==> src/rtl/score_display_pkg.sv <==
// rtl/score_display_pkg.sv - shared types, segment table and limits for score_display
package score_display_pkg;

  typedef enum logic [1:0] {
    IDLE   = 2'd0,
    SHIFT  = 2'd1,
    COMMIT = 2'd2
  } state_t;

  localparam logic [6:0] SEG_BLANK = 7'h7F;

  // Active-low segments, bit6=g ... bit0=a, indexed by decimal digit.
  localparam logic [6:0] DIGIT_SEG [10] = '{
    7'b1000000, 7'b1111001, 7'b0100100, 7'b0110000, 7'b0011001,
    7'b0010010, 7'b0000010, 7'b1111000, 7'b0000000, 7'b0010000
  };

  function automatic logic [63:0] pow10_minus1(input int n);
    logic [63:0] p;
    p = 64'd1;
    for (int i = 0; i < n; i++) p = p * 64'd10;
    return p - 64'd1;
  endfunction

endpackage

==> src/rtl/score_display_bcd_digit_to_seg.sv <==
// rtl/score_display_bcd_digit_to_seg.sv - one BCD nibble to an active-low 7-segment pattern
module bcd_digit_to_seg
  import score_display_pkg::*;
(
  input  logic [3:0] nibble,
  input  logic       blank,
  output logic [6:0] seg
);

  always_comb begin
    seg = SEG_BLANK;
    if (!blank && nibble <= 4'd9) seg = DIGIT_SEG[nibble];
  end

endmodule

==> src/rtl/score_display.sv <==
// rtl/score_display.sv - binary score to multi-digit HEX display via iterative double-dabble
// Optional blinking of all digits is enabled by defining SCORE_DISPLAY_BLINK_EN.
module score_display
  import score_display_pkg::*;
#(
  parameter int WIDTH      = 20,
  parameter int NUM_DIGITS = 6
`ifdef SCORE_DISPLAY_BLINK_EN
  , parameter int BLINK_DIV = 25_000_000
`endif
) (
  input  logic             clk,
  input  logic             reset_n,
  input  logic             start,
  input  logic [WIDTH-1:0] value,
  input  logic             blank_lz,
`ifdef SCORE_DISPLAY_BLINK_EN
  input  logic             blink,
`endif
  output logic             ready,
  output logic             done,
  output logic             overflow,
  output logic [6:0]       hex [NUM_DIGITS]
);

  localparam int BW = 4 * NUM_DIGITS;
  localparam int CW = $clog2(WIDTH + 1);
  localparam logic [63:0] MAX_VAL = pow10_minus1(NUM_DIGITS);

  state_t            state, state_n;
  logic [BW-1:0]     bcd, bcd_adj, disp_bcd;
  logic [WIDTH-1:0]  bin;
  logic [CW-1:0]     cnt;
  logic              lz_q, sat_q, seen_nz;
  logic [NUM_DIGITS-1:0] dig_blank;
  logic [6:0]        seg   [NUM_DIGITS];
  logic [6:0]        hex_q [NUM_DIGITS];

  always_ff @(posedge clk or negedge reset_n) begin
    if (!reset_n) state <= IDLE;
    else          state <= state_n;
  end

  always_comb begin
    state_n = state;
    case (state)
      IDLE:    if (start) state_n = SHIFT;
      SHIFT:   if (cnt == CW'(1)) state_n = COMMIT;
      COMMIT:  state_n = IDLE;
      default: state_n = IDLE;
    endcase
  end

  always_comb begin
    ready = (state == IDLE);
    done  = (state == COMMIT);
  end

  always_comb begin
    bcd_adj = bcd;
    for (int i = 0; i < NUM_DIGITS; i++)
      if (bcd[4*i +: 4] >= 4'd5) bcd_adj[4*i +: 4] = bcd[4*i +: 4] + 4'd3;
  end

  always_ff @(posedge clk or negedge reset_n) begin
    if (!reset_n) begin
      bcd   <= '0;
      bin   <= '0;
      cnt   <= '0;
      lz_q  <= 1'b0;
      sat_q <= 1'b0;
    end else begin
      case (state)
        IDLE: if (start) begin
          bcd   <= '0;
          bin   <= value;
          cnt   <= CW'(WIDTH);
          lz_q  <= blank_lz;
          sat_q <= (64'(value) > MAX_VAL);
        end
        SHIFT: begin
          {bcd, bin} <= {bcd_adj, bin} << 1;
          cnt        <= cnt - CW'(1);
        end
        default: ;
      endcase
    end
  end

  // Saturation overrides both the digits and leading-zero blanking.
  always_comb begin
    disp_bcd  = bcd;
    dig_blank = '0;
    seen_nz   = 1'b0;
    for (int i = NUM_DIGITS - 1; i >= 0; i--) begin
      if (sat_q) begin
        disp_bcd[4*i +: 4] = 4'd9;
      end else begin
        seen_nz      = seen_nz | (bcd[4*i +: 4] != 4'd0);
        dig_blank[i] = lz_q && !seen_nz && (i != 0);
      end
    end
  end

  for (genvar g = 0; g < NUM_DIGITS; g++) begin : g_dig
    bcd_digit_to_seg u_dec (
      .nibble (disp_bcd[4*g +: 4]),
      .blank  (dig_blank[g]),
      .seg    (seg[g])
    );
  end

  always_ff @(posedge clk or negedge reset_n) begin
    if (!reset_n) begin
      for (int i = 0; i < NUM_DIGITS; i++) hex_q[i] <= SEG_BLANK;
      overflow <= 1'b0;
    end else if (state == COMMIT) begin
      for (int i = 0; i < NUM_DIGITS; i++) hex_q[i] <= seg[i];
      overflow <= sat_q;
    end
  end

`ifdef SCORE_DISPLAY_BLINK_EN
  localparam int DW = (BLINK_DIV > 1) ? $clog2(BLINK_DIV) : 1;

  logic [DW-1:0] div_cnt;
  logic          phase, blank_q;

  // Registered mask keeps the blink input off any combinational path to hex.
  always_ff @(posedge clk or negedge reset_n) begin
    if (!reset_n) begin
      div_cnt <= '0;
      phase   <= 1'b0;
      blank_q <= 1'b0;
    end else begin
      if (div_cnt == DW'(BLINK_DIV - 1)) begin
        div_cnt <= '0;
        phase   <= ~phase;
      end else begin
        div_cnt <= div_cnt + DW'(1);
      end
      blank_q <= blink && phase;
    end
  end

  always_comb begin
    for (int i = 0; i < NUM_DIGITS; i++) hex[i] = blank_q ? SEG_BLANK : hex_q[i];
  end
`else
  always_comb begin
    for (int i = 0; i < NUM_DIGITS; i++) hex[i] = hex_q[i];
  end
`endif

endmodule

==> config.mk <==
export PLATFORM = sky130hd
export DESIGN_NAME = score_display
export DESIGN_NICKNAME = d
export VERILOG_FILES = /design/src/rtl/score_display_pkg.sv /design/src/rtl/score_display_bcd_digit_to_seg.sv /design/src/rtl/score_display.sv
export SDC_FILE = /design/constraint.sdc
export NUM_CORES = 1
export LEC_CHECK = 0
export ABC_CLOCK_PERIOD_IN_PS = 3240
export BUFFER_PORTS_ARGS = -buffer_cell sky130_fd_sc_hd__buf_4
export CAP_MARGIN = 25
export CORE_UTILIZATION = 40
export DETAILED_ROUTE_END_ITERATION = 8
export SETUP_SLACK_MARGIN = 0.2
export SLEW_MARGIN = 25
export SYNTH_ARGS = -nofsm -noshare
export SYNTH_HDL_FRONTEND = slang
export SYNTH_SLANG_ARGS = --single-unit
==> constraint.sdc <==
create_clock -name clk -period 3.24 [get_ports clk]
set_input_delay 0.486 -clock clk [delete_from_list [all_inputs] [get_ports clk]]
set_output_delay 0.486 -clock clk [all_outputs]
set_load 0.005 [all_outputs]
==> results list, run 1 <==
- Insertion delay of the later-clocked pin in the worst-skew pair: roughly 0.35 ns
* Post-route clock period utilization: between 70 and 80%
- Post-Syn Nets: around 660
- The floorplan step set the die height to 120 µm.
- Using the TritonRoute via totals, the vias-per-cell ratio works out to 5.38.
* Maximum number of pins on one net before global-route repair: 52
- The total overflow left after global routing is 0.
* Via count of the first global-routing pass: roughly 4500
- Clk_skew: around 0.0074 ns
- CTS built an H-tree with a depth of 3.
- In the synthesized netlist, the number of instances is between 500 and 600.
- In the global route stage, overall resource usage came out at between 10% and 20%.
- Buffer count from post-CTS setup fixing: 0
- After clock tree synthesis, the clock-pin slew on the worst setup and hold paths is approximately 0.070 ns.
- Of the post-synthesis cell area, the dominant cell type holds around a quarter.
* Clock tree from TritonCTS: built
- The routed design has about 12 mm of wire.
* Initial antenna violation count: 0
- Yosys printed 0 warnings.
- Max-Slew Margin vs Limit: 54.1%
- The congestion estimate from routability-driven global placement came to 0.843.
- Clk Tree Root Cell: sky130_fd_sc_hd__clkbuf_16
- Among all flip-flop cells after synthesis, the most frequent one is sky130_fd_sc_hd__dfrtp_1.
* Antenna diode count: 0
- After synthesis, the cell types taking the most area are sky130_fd_sc_hd__dfrtp_1 (24%), sky130_fd_sc_hd__dfstp_2 (20%), sky130_fd_sc_hd__ha_1 (12%), sky130_fd_sc_hd__nand2_1 (5.1%), sky130_fd_sc_hd__o22a_1 (3.4%).
- Average wire length per cell after detail routing: around 15 µm
- Worst voltage drop across the vdd grid: 0.000405 V
- Netlist Area Pre-Place: between 5000 and 6000 µm²
* Transition time of the tightest slew-check pin: about 0.69 ns
* Number of hold buffers added after CTS: 0
- Final number of hold-violating endpoints: 0
- The number of different library cells used by synthesis comes to between 50 and 60.
- Worst setup EP type: output port
- Status: complete, no violations
- RSZ-0062 raised after global routing: no
- Crit path arrival time: between 1.5 and 2 ns
- Fraction of layout instances using a drive strength above 1: between 20 and 30%
- FFs w/ async S/R, synth: 100%
- Initial core utilization: 41.6%
* TNS Setup: 0 ns
- CP Max Fanout: 13
- Count of buffers inserted at the top-level ports: a little under 70
- Post-synthesis area per instance: ~9.6 µm²
* Cell type with the highest aggregate area in the netlist: sky130_fd_sc_hd__dfrtp_1
- Number of buffers added by the clock tree synthesis step: 9
* Die ar.: ~14000 µm²
* Final WS setup: 0.863 ns
* Detailed-routing iteration count for the pre-antenna-repair pass: 4
- The floorplan has between 40 and 50 rows.
- Commonest cells in the synthesized netlist: sky130_fd_sc_hd__nand2_1 (76), sky130_fd_sc_hd__dfrtp_1 (54), sky130_fd_sc_hd__ha_1 (54)
- Number of maximum-capacitance constraint violations: 0
* Power per cell area: around 980 nW/µm²
* Post-route antenna net violation count: 0
- Number of pins exceeding their max-slew limit in the final report: 0
- Counting every sink on the clock net gives 96.
- Flops & latches, synth: 96
- First-pass GRT wire length: about 21 mm
* Detail Placement HPWL: 8.75 mm
- At the placement stage, the worst setup path has a slack of just over 0.9 ns.
* Relative area change from synthesis to final layout: 17.8%
- Type of the setup path with the least slack: flop to output port
- After floorplanning, the core was sized to cover ~13000 µm².
- Setup violations remaining at the end of the flow were counted as 0.
- The worst setup path is launched from a flop.
- Power comes to 6.49 mW.
* # fillers: roughly 1300
* Final design instance area without fill: 6600 µm²
- Placement Cell Area: approximately 6300 µm²
* Hold WC Path Type: input port to asynchronous set/reset pin
- Most common cell in the netlist: sky130_fd_sc_hd__nand2_1
* Via Count: approximately 4400
- Fraction of the yosys area taken by sequential cells: between 40% and 50%
* Maximum root-to-sink buffer count: 2
- After the first detailed-routing iteration, the DRC count stood at between 300 and 400.
- between 60 and 70 I/O pins were placed.
- After clock tree synthesis, the repair step resized 0 gates.
- Floorplan die width: 120 µm
- Min Clock Period, post-route: between 2 and 2.5 ns
- For this run, design rule violations remaining after detail routing come to 0.
- Leakage power: approximately 3 nW
* EDFF count, synth: 0
- Highest achievable clock rate: between 0.4 and 0.5 GHz
* Required time worst endpoint: 2.75 ns
- In the final design database the tool counted 714 nets.
## flip-flops by register name (all words and copies together) (netlist names)
register	count
bcd	24
bin	20
cnt	5
hex	42
lz_q	1
overflow	1
sat_q	1
state	2
## metal layers
metal | GRT usage (%) | vias up | routed length (µm)
met2 | 31.3 | 88 | 6110
met5 | 0 | - | 0
met1 | 22.1 | 2140 | 5700
met3 | 5.05 | 9 | 490
li1 | - | 2159 | -
met4 | 5.56 | 0 | 140
## area by class of cell
class                           count  area [µm²]  share of cell area [%]
Timing Repair Buffer               77         591                    8.95
Clock buffer                       13         260                    3.95
Clock inverter                      3        63.8                   0.968
Sequential cell                    96        2450                    37.2
Multi-Input combinational cell    418        2880                    43.6
Inverter                           34         128                    1.94
Tap cell                          176         220                    3.34
## metrics by stage
step                cells  util (%)  hold WS [ns]
finish                817      49.0         0.188
CTS                   817      49.0         0.197
global placement      801      46.6         0.443
detailed placement    801      46.6         0.447
global route          817      49.0         0.225
floorplan             584         -         0.190
## worst paths after layout
kind | slack, ns | end | depth (start not counted) | startpoint
max | 0.86 | done | 3 | state[0]
min | 0.19 | bcd[7] | 1 | reset_n
max reg2reg | 0.90 | hex[25] | 7 | sat_q
min reg2reg | 0.45 | hex[36] | 2 | hex[36]
max in group asynchronous | 2.38 | bin[1] | 2 | reset_n
min in group clk | 0.33 | lz_q | 3 | blank_lz
## logic make-up after synthesis
logic type / after synthesis / share of synthesized area [%]
AND/OR/NAND/NOR: 183 / 15.8
AO/OA/AOI/OAI: 166 / 20.9
flip-flops: 96 / 43.8
buffers and inverters: 70 / 4.83
adder cells (fa/ha/maj): 54 / 12.1
multiplexers: 8 / 1.50
XOR/XNOR: 7 / 1.09
## cells in the final DEF (no fill, tap or decap), types with 3 or more instances in the layout
cell,instances
sky130_fd_sc_hd__o21ai_0,33
sky130_fd_sc_hd__a22oi_1,19
sky130_fd_sc_hd__a211oi_1,3
sky130_fd_sc_hd__a21boi_0,4
sky130_fd_sc_hd__nand3_1,20
sky130_fd_sc_hd__a32o_1,7
sky130_fd_sc_hd__ha_1,54
sky130_fd_sc_hd__o21a_1,3
sky130_fd_sc_hd__a21o_1,4
sky130_fd_sc_hd__mux2i_1,5
sky130_fd_sc_hd__nand2_1,76
sky130_fd_sc_hd__o31ai_1,17
sky130_fd_sc_hd__clkbuf_16,9
sky130_fd_sc_hd__inv_1,34
sky130_fd_sc_hd__o22a_2,6
sky130_fd_sc_hd__xnor2_1,6
sky130_fd_sc_hd__nor3_1,9
sky130_fd_sc_hd__dfstp_2,42
sky130_fd_sc_hd__mux2_2,3
sky130_fd_sc_hd__a21oi_1,29
sky130_fd_sc_hd__buf_4,76
sky130_fd_sc_hd__o22a_1,22
sky130_fd_sc_hd__or3b_2,4
sky130_fd_sc_hd__nor2b_1,3
sky130_fd_sc_hd__o22ai_1,3
sky130_fd_sc_hd__dfrtp_1,54
sky130_fd_sc_hd__nor2_1,31
sky130_fd_sc_hd__nand2b_1,16
sky130_fd_sc_hd__o32a_1,3
sky130_fd_sc_hd__or2_2,10
## where the power goes
| group | switching [mW] | internal [mW] | leakage (nW) |
|---|---|---|---|
| Combinational | 1.57 | 1.43 | 1.77 |
| Clock | 0.454 | 0.717 | 0.157 |
| Sequential | 0.484 | 1.84 | 1.11 |
## critical path: stages, from the launching register on
cell and delay [ns]:
sky130_fd_sc_hd__dfrtp_1 0.43, sky130_fd_sc_hd__nand2b_1 0.51, sky130_fd_sc_hd__inv_1 0.36, sky130_fd_sc_hd__buf_4 0.24
Note: power is estimated with default switching activity, not from simulation.
==> run 2: changes to the inputs <==
--- a/config.mk
+++ b/config.mk
@@ -5,7 +5,7 @@
 export SDC_FILE = /design/constraint.sdc
 export NUM_CORES = 1
 export LEC_CHECK = 0
-export ABC_CLOCK_PERIOD_IN_PS = 3240
+export ABC_CLOCK_PERIOD_IN_PS = 2410
 export BUFFER_PORTS_ARGS = -buffer_cell sky130_fd_sc_hd__buf_4
 export CAP_MARGIN = 25
 export CORE_UTILIZATION = 40
==> constraint.sdc (replaced) <==
create_clock -name clk -period 2.41 [get_ports clk]
set_input_delay 0.3615 -clock clk [delete_from_list [all_inputs] [get_ports clk]]
set_output_delay 0.3615 -clock clk [all_outputs]
set_load 0.005 [all_outputs]
==> run 2 against run 1 <==
Flip-flop and latch count unchanged. First-iteration DRC count decreased by 36%. Final area increased by 2.4%. Clock power increased by 26%. Utilization increased by 1.2 points. Sequential power increased by 31%. Register-to-register slack got worse by 0.61 ns. Cell count increased by 2.8%. Non-clock buffer count increased by 23. Largest power group unchanged. Die area unchanged. Total power increased by 35%. Wire length increased by 2.0%.
==> results list, run 2 (synthesized netlist as in run 1, its figures left out) <==
- In this run the tool buffered the top-level ports with between 60 and 70 buffer cells.
- Die ar.: around 14000 µm²
- The die is 120 µm tall.
- Clk Tree Root Cell: sky130_fd_sc_hd__clkbuf_16
- The detail route stage leaves a number of antenna-violating nets equal to 0.
- Final setup violating endpoints: 0
- For this block, the via count after detailed routing is 4450.
- Insertion delay of the later-clocked pin in the worst-skew pair: between 0.3 and 0.4 ns
- Data on the critical path is required at its endpoint by 2.69 ns.
- Clk_skew: roughly 0.012 ns
- TritonCTS built the clock tree.
* Post-route clock period utilization: between 80% and 90%
- H-tree lvl count: 3
- After detailed routing, the total wire length is roughly 13 mm.
- Top library cells by usage in the layout, fill and taps aside: sky130_fd_sc_hd__buf_4 (100), sky130_fd_sc_hd__nand2_1 (76), sky130_fd_sc_hd__ha_1 (54)
- Timing would allow up to around 0.47 GHz.
- Inst Count DP: 819
- In this run the worst path has a maximum fanout of 7.
* Transition time of the tightest slew-check pin: 0.599 ns
* Relative area change from synthesis to final layout: 20.5%
* Startpoint Class: flop
- The library cell used most frequently in the layout, excluding fill and tap cells, is sky130_fd_sc_hd__buf_4.
- Area inside the core boundary: 13500 µm²
- The flow ran to the end, and the final reports show no timing, DRC or antenna violations.
- Fin nets: between 700 and 800
- In the post-route analysis, the smallest setup slack over all paths is about 0.29 ns.
- Worst setup EP type: flop
- Final number of hold-violating endpoints: 0
- The repair_antennas step left the layout with diodes totalling 0.
* Detail Placement HPWL: 9.13 mm
* Post-route insts no fill: 840
* First-pass GRT wire length: 21.4 mm
* Starting DRT DRC Count: 235
* Number of buffers added by the clock tree synthesis step: 9
- Congestion Overflow GR: 0
* Placement Cell Area: roughly 6400 µm²
* Floorplan die width: between 100 and 150 µm
- At the end of routability-driven placement, the weighted congestion stood at about 0.89.
- Power per cell area: around 1300 nW/µm²
* Max-Slew Margin vs Limit: 60.1%
- Maximum number of pins on one net before global-route repair: 44
* Leakage power: 3.13 nW
* Maximum root-to-sink buffer count: 2
- Fraction of layout instances using a drive strength above 1: ~29%
- Flip-flop count of the largest register, all copies and words added: 42
- The number of max-slew violations in the final report is 0.
- The design draws between 8 and 9 mW.
- Setup Slack @ Placement: between 0.2 and 0.25 ns
- Worst voltage drop across the vdd grid: 0.000503 V
- Clock-pin slew was measured on the worst setup and hold paths at ~0.070 ns.
- The critical path in this run is classified as flop to flop.
- For this design the top-level I/O count stands at a little under 70.
- Summing all non-filler instances in the final layout gives an area of between 6000 and 7000 µm².
- In the final routed layout, each cell accounts on average for 15.1 µm.
- In the routed design, unresolved DRC markers number 0.
- Data arrives at the worst endpoint at 2.40 ns.
- Min Clock Period, post-route: 2.12 ns
* Hold WC Path Type: input port to asynchronous set/reset pin
- Number of maximum-capacitance constraint violations: 0
* Final core utilization: about half
- The pre-antenna-repair detailed-routing pass consisted of 4 iterations.
- Via count of the first global-routing pass: 4448
* TNS Setup: 0 ns
- Initial antenna violation count: 0
- Sinks on Clock Net: 96
* Initial core utilization: 41.6%
- Global routing consumed, over all layers together, a little under a fifth of the routing resources.
* RSZ-0062 raised after global routing: no
- After floorplanning, the core was divided into 42 placement rows.
- Per-cell via count in the routed design: about 5.3
- Final hold analysis gives a worst-case slack of around 0.0062 ns.
==> run 2: cell types whose count changed in the layout (fill, tap and decap cells not counted), moves of 2 or more <==
cell / change
sky130_fd_sc_hd__buf_4: +24
sky130_fd_sc_hd__clkbuf_1: -2
sky130_fd_sc_hd__clkinv_2: +2
sky130_fd_sc_hd__clkinvlp_4: +3
sky130_fd_sc_hd__inv_1: -3
sky130_fd_sc_hd__inv_2: +2
==> run 2: path summary, 6_finish.rpt <==
path                       startpoint       to  slack, ns  depth (start not counted)
max                             sat_q  hex[11]       0.29                          7
min                           reset_n   bcd[5]      0.006                          1
max reg2reg                     sat_q  hex[11]       0.29                          7
min reg2reg                   hex[36]  hex[36]       0.45                          2
max in group asynchronous     reset_n  hex[15]       1.63                          2
min in group clk             blank_lz     lz_q       0.20                          3
==> run 2: layer usage <==
metal	part of all wire (%)	GRT usage [%]	vias to the layer above
li1	-	-	2211
met1	47	23.7	2141
met2	47	30.7	78
met3	4.2	4.62	20
met4	1.8	6.33	0
met5	0	0	-
==> run 2: repair_timing <==
action,4_1_cts,5_1_grt
gates resized for setup,0,4
buffers inserted,0,5
setup endpoints to repair,0,21
hold buffers,0,0
==> run 2: area by class of cell <==
cell class | count | area (µm²)
well taps | 176 | 220
clock buffers | 11 | 253
repair buffers | 100 | 751
clock inverters | 5 | 55.1
flip-flops and latches | 96 | 2460
inverters | 34 | 131
fillers | 1281 | 6700
multi-input cells | 418 | 2880
==> run 2: power breakdown <==
| part | internal, mW | switching [mW] | total (mW) | leakage [nW] |
|---|---|---|---|---|
| logic | 2.04 | 2.20 | 4.24 | 1.88 |
| registers | 2.48 | 0.578 | 3.06 | 1.11 |
| clock network | 0.858 | 0.627 | 1.48 | 0.148 |
==> run 2: worst max-delay path, stage by stage, from the launching register on <==
cell and delay [ns]:
sky130_fd_sc_hd__dfrtp_2 0.43, sky130_fd_sc_hd__buf_4 0.16, sky130_fd_sc_hd__or2_2 0.34, sky130_fd_sc_hd__inv_2 0.10, sky130_fd_sc_hd__ha_1 0.18, sky130_fd_sc_hd__o22ai_1 0.10
sky130_fd_sc_hd__a211o_1 0.38, sky130_fd_sc_hd__o32a_1 0.35
==> run 3: changes to the inputs <==
--- a/config.mk
+++ b/config.mk
@@ -10,6 +10,7 @@
 export CAP_MARGIN = 25
 export CORE_UTILIZATION = 40
 export DETAILED_ROUTE_END_ITERATION = 8
+export GPL_TIMING_DRIVEN = 0
 export SETUP_SLACK_MARGIN = 0.2
 export SLEW_MARGIN = 25
 export SYNTH_ARGS = -nofsm -noshare
==> run 3 against run 2 <==
Worst setup slack lost 0.023 ns. Worst hold slack gained 0.088 ns. Clock power is essentially flat. First-iteration DRC count grew 37%. Critical path type unchanged. Critical endpoint is now hex[25].
==> results list, run 3 (synthesized netlist as in run 1, its figures left out) <==
- Sequential cell fraction of total power: between 30% and 40%
* Initial antenna violation count: 0
* Commonest non-fill, non-tap cell in the layout: sky130_fd_sc_hd__buf_4
- The H-tree generated during clock tree synthesis spans 3 levels.
* Antenna diode count: 0
- Logic pwr share: roughly 50%
- The root buffer cell chosen for the clock tree is sky130_fd_sc_hd__clkbuf_16.
- # fillers: roughly 1200
- For the finished layout, the period the worst path requires is approximately 2.1 ns.
- Relative area change from synthesis to final layout: 21.8%
- Initial core utilization: between 40% and 50%
- Clock tree from TritonCTS: built
- At the worst endpoint, the arrival time is 2.42 ns.
- Summing all non-filler instances in the final layout gives an area of around 6800 µm².
* Hold WC Path Type: input port to asynchronous set/reset pin
* Floorplan die width: around 120 µm
- Clk_skew: 0.00858 ns
* Total internal power: between 5 and 6 mW
- Number of hold buffers added after CTS: 0
- The post-route netlist has a little over a quarter of its cells at a drive strength greater than 1.
* Post-route clock period utilization: around nine tenths
- The number of global-route vias before repair is 4666.
- Summed over all layers, the routed wires come to ~14 mm.
- The clock network accounts for 16.5% of the total power.
- Launching element of the worst setup path: sat_q
- Setup repair after global routing could not meet its margin everywhere.
- Final WS setup: approximately 0.27 ns
- Count of standard-cell rows: 42
- Worst R2R Start: sat_q
- In this run the deepest clock path goes through 2 buffers.
* Number of buffers added by the clock tree synthesis step: 9
- The number of max-slew violations in the final report was 0.
- Proportion of total power due to net switching: about two fifths
- Entering global routing, the biggest net connects 97 pins.
- DRC errors left: 0
* Max-Slew Margin vs Limit: 42.2%
- The run finished with clean final reports.
- The design draws 8.92 mW.
* Leakage power: between 3 and 4 nW
- After detailed routing, the number of vias per cell comes to around 5.4.
* Final core utilization: between 50 and 60%
- The later pin in the worst-skew pair is clocked with a latency of 0.35 ns.
* Final setup violating endpoints: 0
- For this run, the post-layout net count is 752.
* Detail Placement HPWL: around 9.7 mm
* Worst setup EP type: flop
- Type of the setup path with the least slack: flop to flop
- Pin placement for this block handled a little under 70 I/O pins.
* Overall fraction of global-route tracks in use: 20.1%
- Power dissipated by switching net loads: approximately 3.5 mW
- CP Max Fanout: 10
- Average wire length per cell after detail routing: between 15 and 20 µm
- Worst voltage drop across the vdd grid: about 0.00052 V
* Transition time of the tightest slew-check pin: ~0.87 ns
- Power per cell area: roughly 1300 nW/µm²
* Startpoint Class: flop
- Top library cells by usage in the layout, fill and taps aside: sky130_fd_sc_hd__buf_4 (77), sky130_fd_sc_hd__nand2_1 (76), sky130_fd_sc_hd__dfrtp_1 (54)
- During placement, the flow inserted port buffers numbering 68.
- Via Count: roughly 4600
* Final weighted congestion of routability-driven global placement: approximately 0.86
* Congestion Overflow GR: 0
* Post-route antenna net violation count: 0
- Setup Slack @ Placement: -0.293 ns
* Die ar.: roughly 14000 µm²
- Floorplan die height: approximately 120 µm
- Clock-pin slew on the worst setup and hold paths: roughly 0.060 ns
- Flip-flop count of the largest register, all copies and words added: between 40 and 50
- Sinks on Clock Net: 96
* Number of maximum-capacitance constraint violations: 0
- Starting DRT DRC Count: 322
* Detailed-routing iteration count for the pre-antenna-repair pass: 4
* Final number of hold-violating endpoints: 0
* Highest achievable clock rate: approximately 0.47 GHz
- Worst hold slack across all endpoints: roughly 0.094 ns
- The core region is ~13000 µm².
* First-pass GRT wire length: 22.7 mm
* Placement Cell Area: about 6300 µm²
* Required time worst endpoint: roughly 2.7 ns
[run 3: power by group through the flow]
stage               clock network (mW)  logic [mW]  registers [mW]
finish                            1.47        4.46            2.98
global route                      1.57        5.03            3.08
CTS                               1.51        4.40            2.98
detailed placement                   0        4.31            3.00
global placement                     0        4.16            2.97
floorplan                            0        3.04            2.89
[run 3: final cells by class]
| class | count | area, µm² | share of cell area (%) |
|---|---|---|---|
| tap | 176 | 220 | 3.23 |
| buffer | 36 | 190 | 2.79 |
| sequential | 96 | 2450 | 36.0 |
| clock inverter | 3 | 40.0 | 0.587 |
| timing repair buffer | 79 | 597 | 8.75 |
| clock buffer | 13 | 260 | 3.82 |
| inverter | 34 | 130 | 1.91 |
| multi-input combinational | 418 | 2930 | 42.9 |
[run 3: path summary, 6_finish.rpt]
check | to | slack, ns | cells past startpoint
min | bcd[7] | 0.09 | 1
min reg2reg | hex[36] | 0.45 | 2
max reg2reg | hex[25] | 0.27 | 9
max in group asynchronous | bin[14] | 1.73 | 1
min in group clk | lz_q | 0.22 | 3
max | hex[25] | 0.27 | 9
[run 3: stage by stage]
step                      TNS (ns)  std cells
final                            0        855
after global placement       -3.45        828
after global routing             0        855
after floorplan                  0        584
after detailed placement     -4.41        828
after CTS                        0        849
[run 3: worst max-delay path, cell delays in order, from the launching register on]
cell                        delay, ns
sky130_fd_sc_hd__dfrtp_1         0.37
sky130_fd_sc_hd__buf_6           0.13
sky130_fd_sc_hd__buf_8           0.14
sky130_fd_sc_hd__clkbuf_16       0.16
sky130_fd_sc_hd__or2_4           0.25
sky130_fd_sc_hd__inv_4           0.07
sky130_fd_sc_hd__ha_4            0.13
sky130_fd_sc_hd__o22ai_1         0.07
sky130_fd_sc_hd__a211o_2         0.39
sky130_fd_sc_hd__o32a_1          0.36
[run 3: metal layers]
layer | track usage (%) | routed length (µm)
met1 | 25.1 | 5970
met2 | 34.1 | 6870
met3 | 4.81 | 687
met4 | 6.33 | 264
met5 | 0 | 0
[run 3: repair_timing]
item | in CTS | in global routing
pin swaps | 4 | 5
setup endpoints to repair | 43 | 33
gates cloned | 0 | 0
resized for setup | 17 | 16
buffers inserted | 5 | 6
